===== src/rtl/sfence_seq_pkg.sv =====
// Shared types and width helpers for the sfence.vma sequencer.
package sfence_seq_pkg;

   typedef enum logic [2:0] {
      IDLE  = 3'd0,
      DRAIN = 3'd1,
      FLASH = 3'd2,
      SWEEP = 3'd3,
      DONE  = 3'd4
   } sfstate_t;

   localparam int TLB_ENTRIES_DEF = 32;

   // Sweep index width for a TLB of the given (power-of-two) entry count.
   function automatic int idx_width(input int entries);
      return (entries < 2) ? 1 : $clog2(entries);
   endfunction

endpackage


===== src/rtl/sfence_sweepcnt.sv =====
// Per-entry sweep index: clears to 0, counts up mod 2^IW, flags the last entry.
module sfence_sweepcnt #(
   parameter int IW = 5
) (
   input  logic          clk,
   input  logic          reset,
   input  logic          clr,
   input  logic          en,
   output logic [IW-1:0] idx,
   output logic          last
);

   // Index register; clear has priority over increment.
   always_ff @(posedge clk or negedge reset) begin
      if (!reset) begin
         idx <= '0;
      end else if (clr) begin
         idx <= '0;
      end else if (en) begin
         idx <= idx + 1'b1;
      end
   end

   // Entry count is a power of two, so the final entry is all-ones.
   assign last = &idx;

endmodule


===== src/rtl/sfence_seq.sv =====
// sfence.vma sequencer: drains LSU/PTW, then flash-flushes or sweeps the TLBs.
//
//   state | meaning
//   ------+-------------------------------------------------------------
//   IDLE  | waiting for an armed, unflushed sfence request
//   DRAIN | fence accepted, waiting for LSU idle and page walker quiet
//   FLASH | one-cycle invalidate of every TLB entry (global fence)
//   SWEEP | one compare/invalidate per cycle over all entries
//   DONE  | one-cycle retire pulse, then back to IDLE
module sfence_seq
   import sfence_seq_pkg::*;
#(
   parameter  int XLEN        = 64,
   parameter  int ASID_BITS   = 16,
   parameter  int TLB_ENTRIES = TLB_ENTRIES_DEF,
   localparam int IW          = idx_width(TLB_ENTRIES)
) (
   input  logic                 clk,
   input  logic                 reset,
   input  logic                 sfencevmaM,
   input  logic                 FlushM,
   input  logic                 Rs1ZeroM,
   input  logic                 Rs2ZeroM,
   input  logic [XLEN-1:0]      VAddrM,
   input  logic [ASID_BITS-1:0] ASIDM,
   input  logic                 LSUIdleM,
   input  logic                 PTWBusyM,
   output logic                 SfenceStallM,
   output logic                 TLBFlashM,
   output logic                 TLBInvValidM,
   output logic [IW-1:0]        TLBInvIdxM,
   output logic [XLEN-1:0]      TLBInvVAM,
   output logic [ASID_BITS-1:0] TLBInvASIDM,
   output logic                 TLBMatchVAM,
   output logic                 TLBMatchASIDM,
   output logic                 SfenceDoneM
);

   sfstate_t state;
   logic     armed;
   logic     global_q;
   logic     stall_q;
   logic     accept;
   logic     drained;
   logic     cnt_clr;
   logic     cnt_en;
   logic     cnt_last;

   // Gating with reset keeps the combinational stall low while reset is held.
   assign accept  = reset & (state == IDLE) & sfencevmaM & ~FlushM & armed;
   assign drained = LSUIdleM & ~PTWBusyM;
   assign cnt_clr = (state == DRAIN);
   assign cnt_en  = (state == SWEEP);

   sfence_sweepcnt #(
      .IW (IW)
   ) u_sweepcnt (
      .clk   (clk),
      .reset (reset),
      .clr   (cnt_clr),
      .en    (cnt_en),
      .idx   (TLBInvIdxM),
      .last  (cnt_last)
   );

   // A request held high across DONE must not refire; rearm after a low cycle.
   always_ff @(posedge clk or negedge reset) begin
      if (!reset) begin
         armed <= 1'b1;
      end else if (accept) begin
         armed <= 1'b0;
      end else if (!sfencevmaM) begin
         armed <= 1'b1;
      end
   end

   // Operand capture on acceptance; held until the next accepted fence.
   always_ff @(posedge clk or negedge reset) begin
      if (!reset) begin
         TLBInvVAM     <= '0;
         TLBInvASIDM   <= '0;
         TLBMatchVAM   <= 1'b0;
         TLBMatchASIDM <= 1'b0;
         global_q      <= 1'b0;
      end else if (accept) begin
         TLBInvVAM     <= VAddrM;
         TLBInvASIDM   <= ASIDM;
         TLBMatchVAM   <= ~Rs1ZeroM;
         TLBMatchASIDM <= ~Rs2ZeroM;
         global_q      <= Rs1ZeroM & Rs2ZeroM;
      end
   end

   // Sequencer FSM with registered strobes computed from the next state.
   always_ff @(posedge clk or negedge reset) begin
      if (!reset) begin
         state        <= IDLE;
         stall_q      <= 1'b0;
         TLBFlashM    <= 1'b0;
         TLBInvValidM <= 1'b0;
         SfenceDoneM  <= 1'b0;
      end else begin
         stall_q      <= 1'b0;
         TLBFlashM    <= 1'b0;
         TLBInvValidM <= 1'b0;
         SfenceDoneM  <= 1'b0;
         case (state)
            IDLE: begin
               if (accept) begin
                  state   <= DRAIN;
                  stall_q <= 1'b1;
               end
            end
            DRAIN: begin
               stall_q <= 1'b1;
               if (drained) begin
                  if (global_q) begin
                     state     <= FLASH;
                     TLBFlashM <= 1'b1;
                  end else begin
                     state        <= SWEEP;
                     TLBInvValidM <= 1'b1;
                  end
               end
            end
            FLASH: begin
               state       <= DONE;
               SfenceDoneM <= 1'b1;
            end
            SWEEP: begin
               if (cnt_last) begin
                  state       <= DONE;
                  SfenceDoneM <= 1'b1;
               end else begin
                  stall_q      <= 1'b1;
                  TLBInvValidM <= 1'b1;
               end
            end
            DONE: begin
               state <= IDLE;
            end
            default: begin
               state <= IDLE;
            end
         endcase
      end
   end

   assign SfenceStallM = stall_q | accept;

endmodule


===== config.mk =====
export PLATFORM = sky130hd
export DESIGN_NAME = sfence_seq
export DESIGN_NICKNAME = d
export VERILOG_FILES = /design/src/rtl/sfence_seq_pkg.sv /design/src/rtl/sfence_sweepcnt.sv /design/src/rtl/sfence_seq.sv
export SDC_FILE = /design/constraint.sdc
export NUM_CORES = 1
export LEC_CHECK = 0
export CAP_MARGIN = 5
export CORE_ASPECT_RATIO = 1.2
export CORE_MARGIN = 2
export CORE_UTILIZATION = 36
export CTS_BUF_LIST = sky130_fd_sc_hd__clkbuf_4 sky130_fd_sc_hd__clkbuf_8 sky130_fd_sc_hd__clkbuf_16
export DETAILED_ROUTE_END_ITERATION = 6
export MAX_ROUTING_LAYER = met4
export PLACE_DENSITY = 0.7
export REMOVE_ABC_BUFFERS = 1
export SLEW_MARGIN = 20
export SYNTH_ARGS = -nofsm -noshare
export SYNTH_HDL_FRONTEND = slang
export SYNTH_SLANG_ARGS = --single-unit

===== constraint.sdc =====
create_clock -name clk -period 3.6 [get_ports clk]
set_input_delay 0.54 -clock clk [delete_from_list [all_inputs] [get_ports clk]]
set_output_delay 0.54 -clock clk [all_outputs]
set_load 0.05 [all_outputs]

After elaboration in Yosys (flattened, before gate mapping) --
Cells that the tools add are included.
Storage, ports and cells: output and inout bits 91, memories kept 0, bits in latches 0, bits in read-only memories 0, input bits 88, memory bits (writable) 0, register bits 96, logic and storage cells 55
Cells by class: $lt $le $gt $ge 0, bitwise logic cells 11, shift-type cells 0, reduce and logical (&&, ||, !) cells 4, mux-type cells 20, eq/ne operators 7, add/sub/neg operators 1, multiply operators 0, div/mod/pow operators 0
Operators by type and width (number):
- 3-bit one-hot mux with 4 select lines | 1
- 1-bit 2-to-1 mux | 11
- 5-bit 2-to-1 mux | 2
- 3-bit 2-to-1 mux | 3
- 1-bit bitwise AND | 6
- 3-bit by 2-bit equality test with 1-bit output, second input constant | 2
- 5-bit by 1-bit adder with 5-bit output, second input constant | 1
- 5-bit AND reduction | 1
- 2-bit by 1-bit inequality test with 1-bit output, second input constant | 2
- 2-bit inequality test, second input constant | 2
- 1-bit NOT | 4
- 1-bit one-hot mux with 2 select lines | 2
- 3-bit by 1-bit equality test with 1-bit output, second input constant | 1
- 3-bit zero test | 1
- 1-bit one-hot mux with 3 select lines | 1
- 3-bit AND reduction | 1
- 2-bit nonzero test | 1
- 1-bit OR | 1

Logic depth before layout (Yosys ltp) --
depth after elaboration 7, depth in mapped cells 6, gate-level depth less buffers 6

By module --
Synthesis repeated with hierarchy kept, for this count alone.
Second synthesis, totals: cells, all modules 236, area, all modules 4107.7 µm²
Modules (own cells, without submodules):
- sfence_seq | cells each 214, sequential area each 2278.4 µm², times used 1, area each 3831.2 µm²
- sfence_sweepcnt | cells each 22, sequential area each 125.1 µm², times used 1, area each 276.5 µm²

Worst setup path before layout --
OpenSTA, ideal clock, no wires.
kind input to output, start in FlushM, end out SfenceStallM, required time 3.060 ns, stages on the path 5, path buffers 2, setup slack 1.402 ns, arrival time 1.658 ns, cell sequence nand4b_1 nor2_8 buf_12 buf_8 or2_2
Between the ends: longest elaborated chain between the ends 4
Ends and longest elaborated chain:
- from (decl) | line sfence_seq.sv:21 | input logic FlushM,
- 1-bit NOT | line sfence_seq.sv:50 | assign accept = reset & (state == IDLE) & sfencevmaM & ~FlushM & armed;
- 1-bit bitwise AND (2 in series) | line sfence_seq.sv:50
- 1-bit OR | line sfence_seq.sv:149 | assign SfenceStallM = stall_q | accept;
- to (decl) | line sfence_seq.sv:28 | output logic SfenceStallM,
Every way passes these cells.

Worst setup path in the final report --
start reg state[1], end out SfenceStallM
Between the ends: longest elaborated chain between the ends 6
Ends and longest elaborated chain:
- from (decl) | line sfence_seq.sv:39 | sfstate_t state;
- from (signal assigned) | line sfence_seq.sv:97 | state <= IDLE;
- from (signal assigned) | line sfence_seq.sv:110 | state <= DRAIN;
- from (signal assigned) | line sfence_seq.sv:118 | state <= FLASH;
- 3-bit zero test | line sfence_seq.sv:50
- 1-bit bitwise AND (4 in series) | line sfence_seq.sv:50
- 1-bit OR | line sfence_seq.sv:149
Every way passes these cells.

==> metrics.md <==
| Metric | Value |
|---|---|
| Outcome | `finished clean` |
| Synth cell types | `33` |
| Commonest cells after routing, fill and taps aside | `176 x clkdlybuf4s50_1, 95 x dfrtp_1, 60 x mux2_4` |
| Final setup violating endpoints | `0` |
| Crit path launch type | `flip-flop` |
| Number of sinks on the clock net | `96` |
| Number of setup buffers added after CTS | `0` |
| RSZ-0062 raised after global routing | `false` |
| Grt ovf | `0` |
| Combinational share of power | `0.571` |
| Global placer's final weighted congestion | `roughly 0.79` |
| Chip height | `approximately 120 um` |
| Leak Pwr | `roughly 2.7 nW` |
| Maximum operating frequency | `between 300 and 400 MHz` |
| Maximum net fanout on the critical path | `15` |
| Deepest level of the CTS H-tree | `3` |
| Clock transition time at the flip-flop clock pins of the worst setup and hold paths | `roughly 0.06 ns` |
| Critical path cell sequence | `or3_1 -> nor2_8 -> or2_2 -> buf_12` |
| Finished layout cell area | `0.00614 mm^2` |
| Endpoint type of the worst setup path | `primary output` |
| CTS tree | `built` |
| Cell count after placement | `about 540` |
| CP required | `3.06 ns` |
| Final TNS setup | `0 ns` |
| Cell-internal power | `~3.6 mW` |
| Worst slew pin tran | `~0.74 ns` |
| Area added between synthesis and finish | `51.8%` |
| Fill cell total of the finished layout | `between 900 and 1000` |
| Synth Instances | `241` |
| Number of buffers on the longest clock path | `2` |
| Commonest non-fill, non-tap cell in the layout | `clkdlybuf4s50_1` |
| Antenna violations before repair | `0` |
| Pre-CTS setup slack | `0.852 ns` |
| Total routing usage reported by global routing | `0.157` |
| Share of the yosys chip area belonging to registers | `0.594` |
| Maximum number of pins on one net before global-route repair | `59` |
| Average wire per cell in the routed design | `16.5 um` |
| Clock power share | `0.142` |
| Proportion of power drawn by flip-flops and latches | `0.288` |
| Antenna cells | `0` |
| CP max stage cell | `or3_1` |
| Post-route worst setup slack | `roughly 1.1 ns` |
| Final core area utilization | `0.559` |
| Fin Hold WS | `around 0.28 ns` |
| Longest individual stage delay on the worst path | `roughly 0.61 ns` |
| Minimum clock period after layout | `about 2.5 ns` |
| Final worst-path cycle share | `0.697` |
| Count of maximum capacitance violations | `0` |
| Vias per cell | `4.68` |
| Net switching power figure | `about 2.9 mW` |
| Per-instance average area after synthesis | `16.8 um^2` |
| Ratio of cells with drive above 1 in the final layout | `0.233` |
| Library cell used as clock root buffer | `clkbuf_16` |
| Gates resized, CTS repair | `0` |
| Post-layout total power | `between 6 and 7 mW` |
| Hold Vio Cnt, Final | `0` |
| Kind of critical path | `reg2out` |
| Initial standard-cell utilization of the core | `0.369` |
| Switching Fraction | `0.447` |
| Max VDD drop | `roughly 0.00044 V` |
| Detailed router's first-iteration violation count | `73` |
| Placement Rows | `42` |
| Worst-case headroom to the max-slew limit | `0.505` |
| Syn. warnings | `0` |
| CORE AREA | `approximately 0.011 mm^2` |
| P per Cell Area | `1060 mW/mm^2` |
| First-pass GRT wire length | `~14000 um` |
| Synthesis-stage register bit count | `96` |
| Class of the tightest hold or removal check | `in2async` |
| Vias in the first global route | `2755` |
| Post-route antenna net violation count | `0` |
| Width of the chip | `101 um` |
| Detailed placer's ending HPWL | `~6600 um` |
| Skew-Pair Late Insertion Delay | `around 0.33 ns` |
| Arrival time reported for the critical path endpoint | `slightly below 2 ns` |
| Count of buffers from port buffering | `between 150 and 200` |
| First-pass iteration count of the detailed router | `4` |
| Final Non-Filler Cells | `557` |
| Count of unresolved DRC violations after routing | `0` |
| Vias | `between 2000 and 3000` |
| Max Transition Viols Final | `0` |
| Count of nets after finishing | `slightly above 500` |
| Post-place instance area | `approximately 0.0059 mm^2` |
| I/O Pins | `179` |
| Total wire length after detailed routing | `between 9000 and 10000 um` |
| Number of buffers inserted for hold repair after clock tree synthesis | `0` |
| Mapped cell area | `between 0.004 and 0.005 mm^2` |
| Number of clock buffers inserted by TritonCTS | `9` |
| Worst clock skew | `between 0.005 and 0.006 ns` |
| Total Die Area | `about 0.012 mm^2` |
==> registers in the layout, indices dropped and copies added, names as in the netlist <==
| register | flops |
|---|---|
| SfenceDoneM | 1 |
| TLBFlashM | 1 |
| TLBInvASIDM | 16 |
| TLBInvVAM | 64 |
| TLBInvValidM | 1 |
| TLBMatchASIDM | 1 |
| TLBMatchVAM | 1 |
| armed | 1 |
| global_q | 1 |
| stall_q | 1 |
| state | 3 |
| u_sweepcnt.idx | 5 |
==> power groups by stage <==
stage               sequential [mW]  combinational (mW)  clock, mW
global route                   1.93                3.84      0.995
finish                         1.87                3.71      0.921
global placement               1.87                3.69          0
detailed placement             1.88                3.73          0
CTS                            1.88                3.75      0.954
floorplan                      3.51               0.813          0
==> cells by family after synthesis <==
| logic type | after synthesis | synth area share |
|---|---|---|
| DFF | 96 | 0.594 |
| buffers and inverters | 12 | 0.0448 |
| AOI/OAI and AO/OA | 15 | 0.0229 |
| muxes | 81 | 0.281 |
| adders and majority gates | 2 | 0.00618 |
| and+or+nand+nor | 35 | 0.0519 |
==> cells in the mapped netlist, drive strengths merged <==
| cell | n | area (um^2) |
|---|---|---|
| a21oi | 2 | 10.0 |
| mux2 | 80 | 1130 |
| clkbuf | 2 | 7.51 |
| nand3b | 2 | 15.0 |
| mux2i | 1 | 10.0 |
| dfrtp | 95 | 2380 |
| nand2b | 5 | 31.3 |
| or3b | 1 | 8.76 |
| buf | 10 | 174 |
| and3 | 1 | 6.26 |
| or3 | 1 | 6.26 |
| dfstp | 1 | 26.3 |
| o21ai | 7 | 35.0 |
| nand4b | 1 | 8.76 |
| nor3b | 2 | 15.0 |
| or4b | 1 | 10.0 |
| nand3 | 3 | 15.0 |
| or2 | 2 | 12.5 |
| o31ai | 3 | 22.5 |
| nor2 | 3 | 27.5 |
| a22o | 1 | 8.76 |
| a2bb2oi | 1 | 8.76 |
| nand2 | 11 | 41.3 |
| nor4 | 1 | 6.26 |
| nor2b | 1 | 6.26 |
| o21a | 1 | 7.51 |
| ha | 2 | 25.0 |
==> critical path, delay by kind of cell, from the launching register on <==
family / cells / cell delay [ns]
buf+inv: 1 / 0.13
simple gates: 3 / 0.96
flops: 1 / 0.53
==> worst paths after layout <==
kind	slack, ns	to	cells past startpoint	from
worst min register to register	0.49	armed	2	armed
worst max-delay path	1.09	SfenceStallM	4	state[1]
min in group clk	0.49	armed	2	armed
worst min-delay path	0.28	TLBInvVAM[21]	2	reset
worst max register to register	1.16	TLBInvVAM[9]	4	state[1]
max in group asynchronous	2.16	TLBInvVAM[59]	3	reset
==> final cells by class <==
type                       count  area (um^2)  area share
clock inverter                 4         47.5     0.00774
tap                          132          165      0.0269
sequential                    96         2400       0.391
multi-input combinational    133         1460       0.238
clock buffer                  10          233      0.0379
timing repair buffer         182         1830       0.298
==> layer usage <==
metal,vias up,track usage,routed length [um]
met5,-,-,0
met4,0,0.0591,137
met3,12,0.0358,520
met2,94,0.250,4600
met1,1290,0.196,3940
li1,1208,-,-
(Power assumes the default switching activity.)
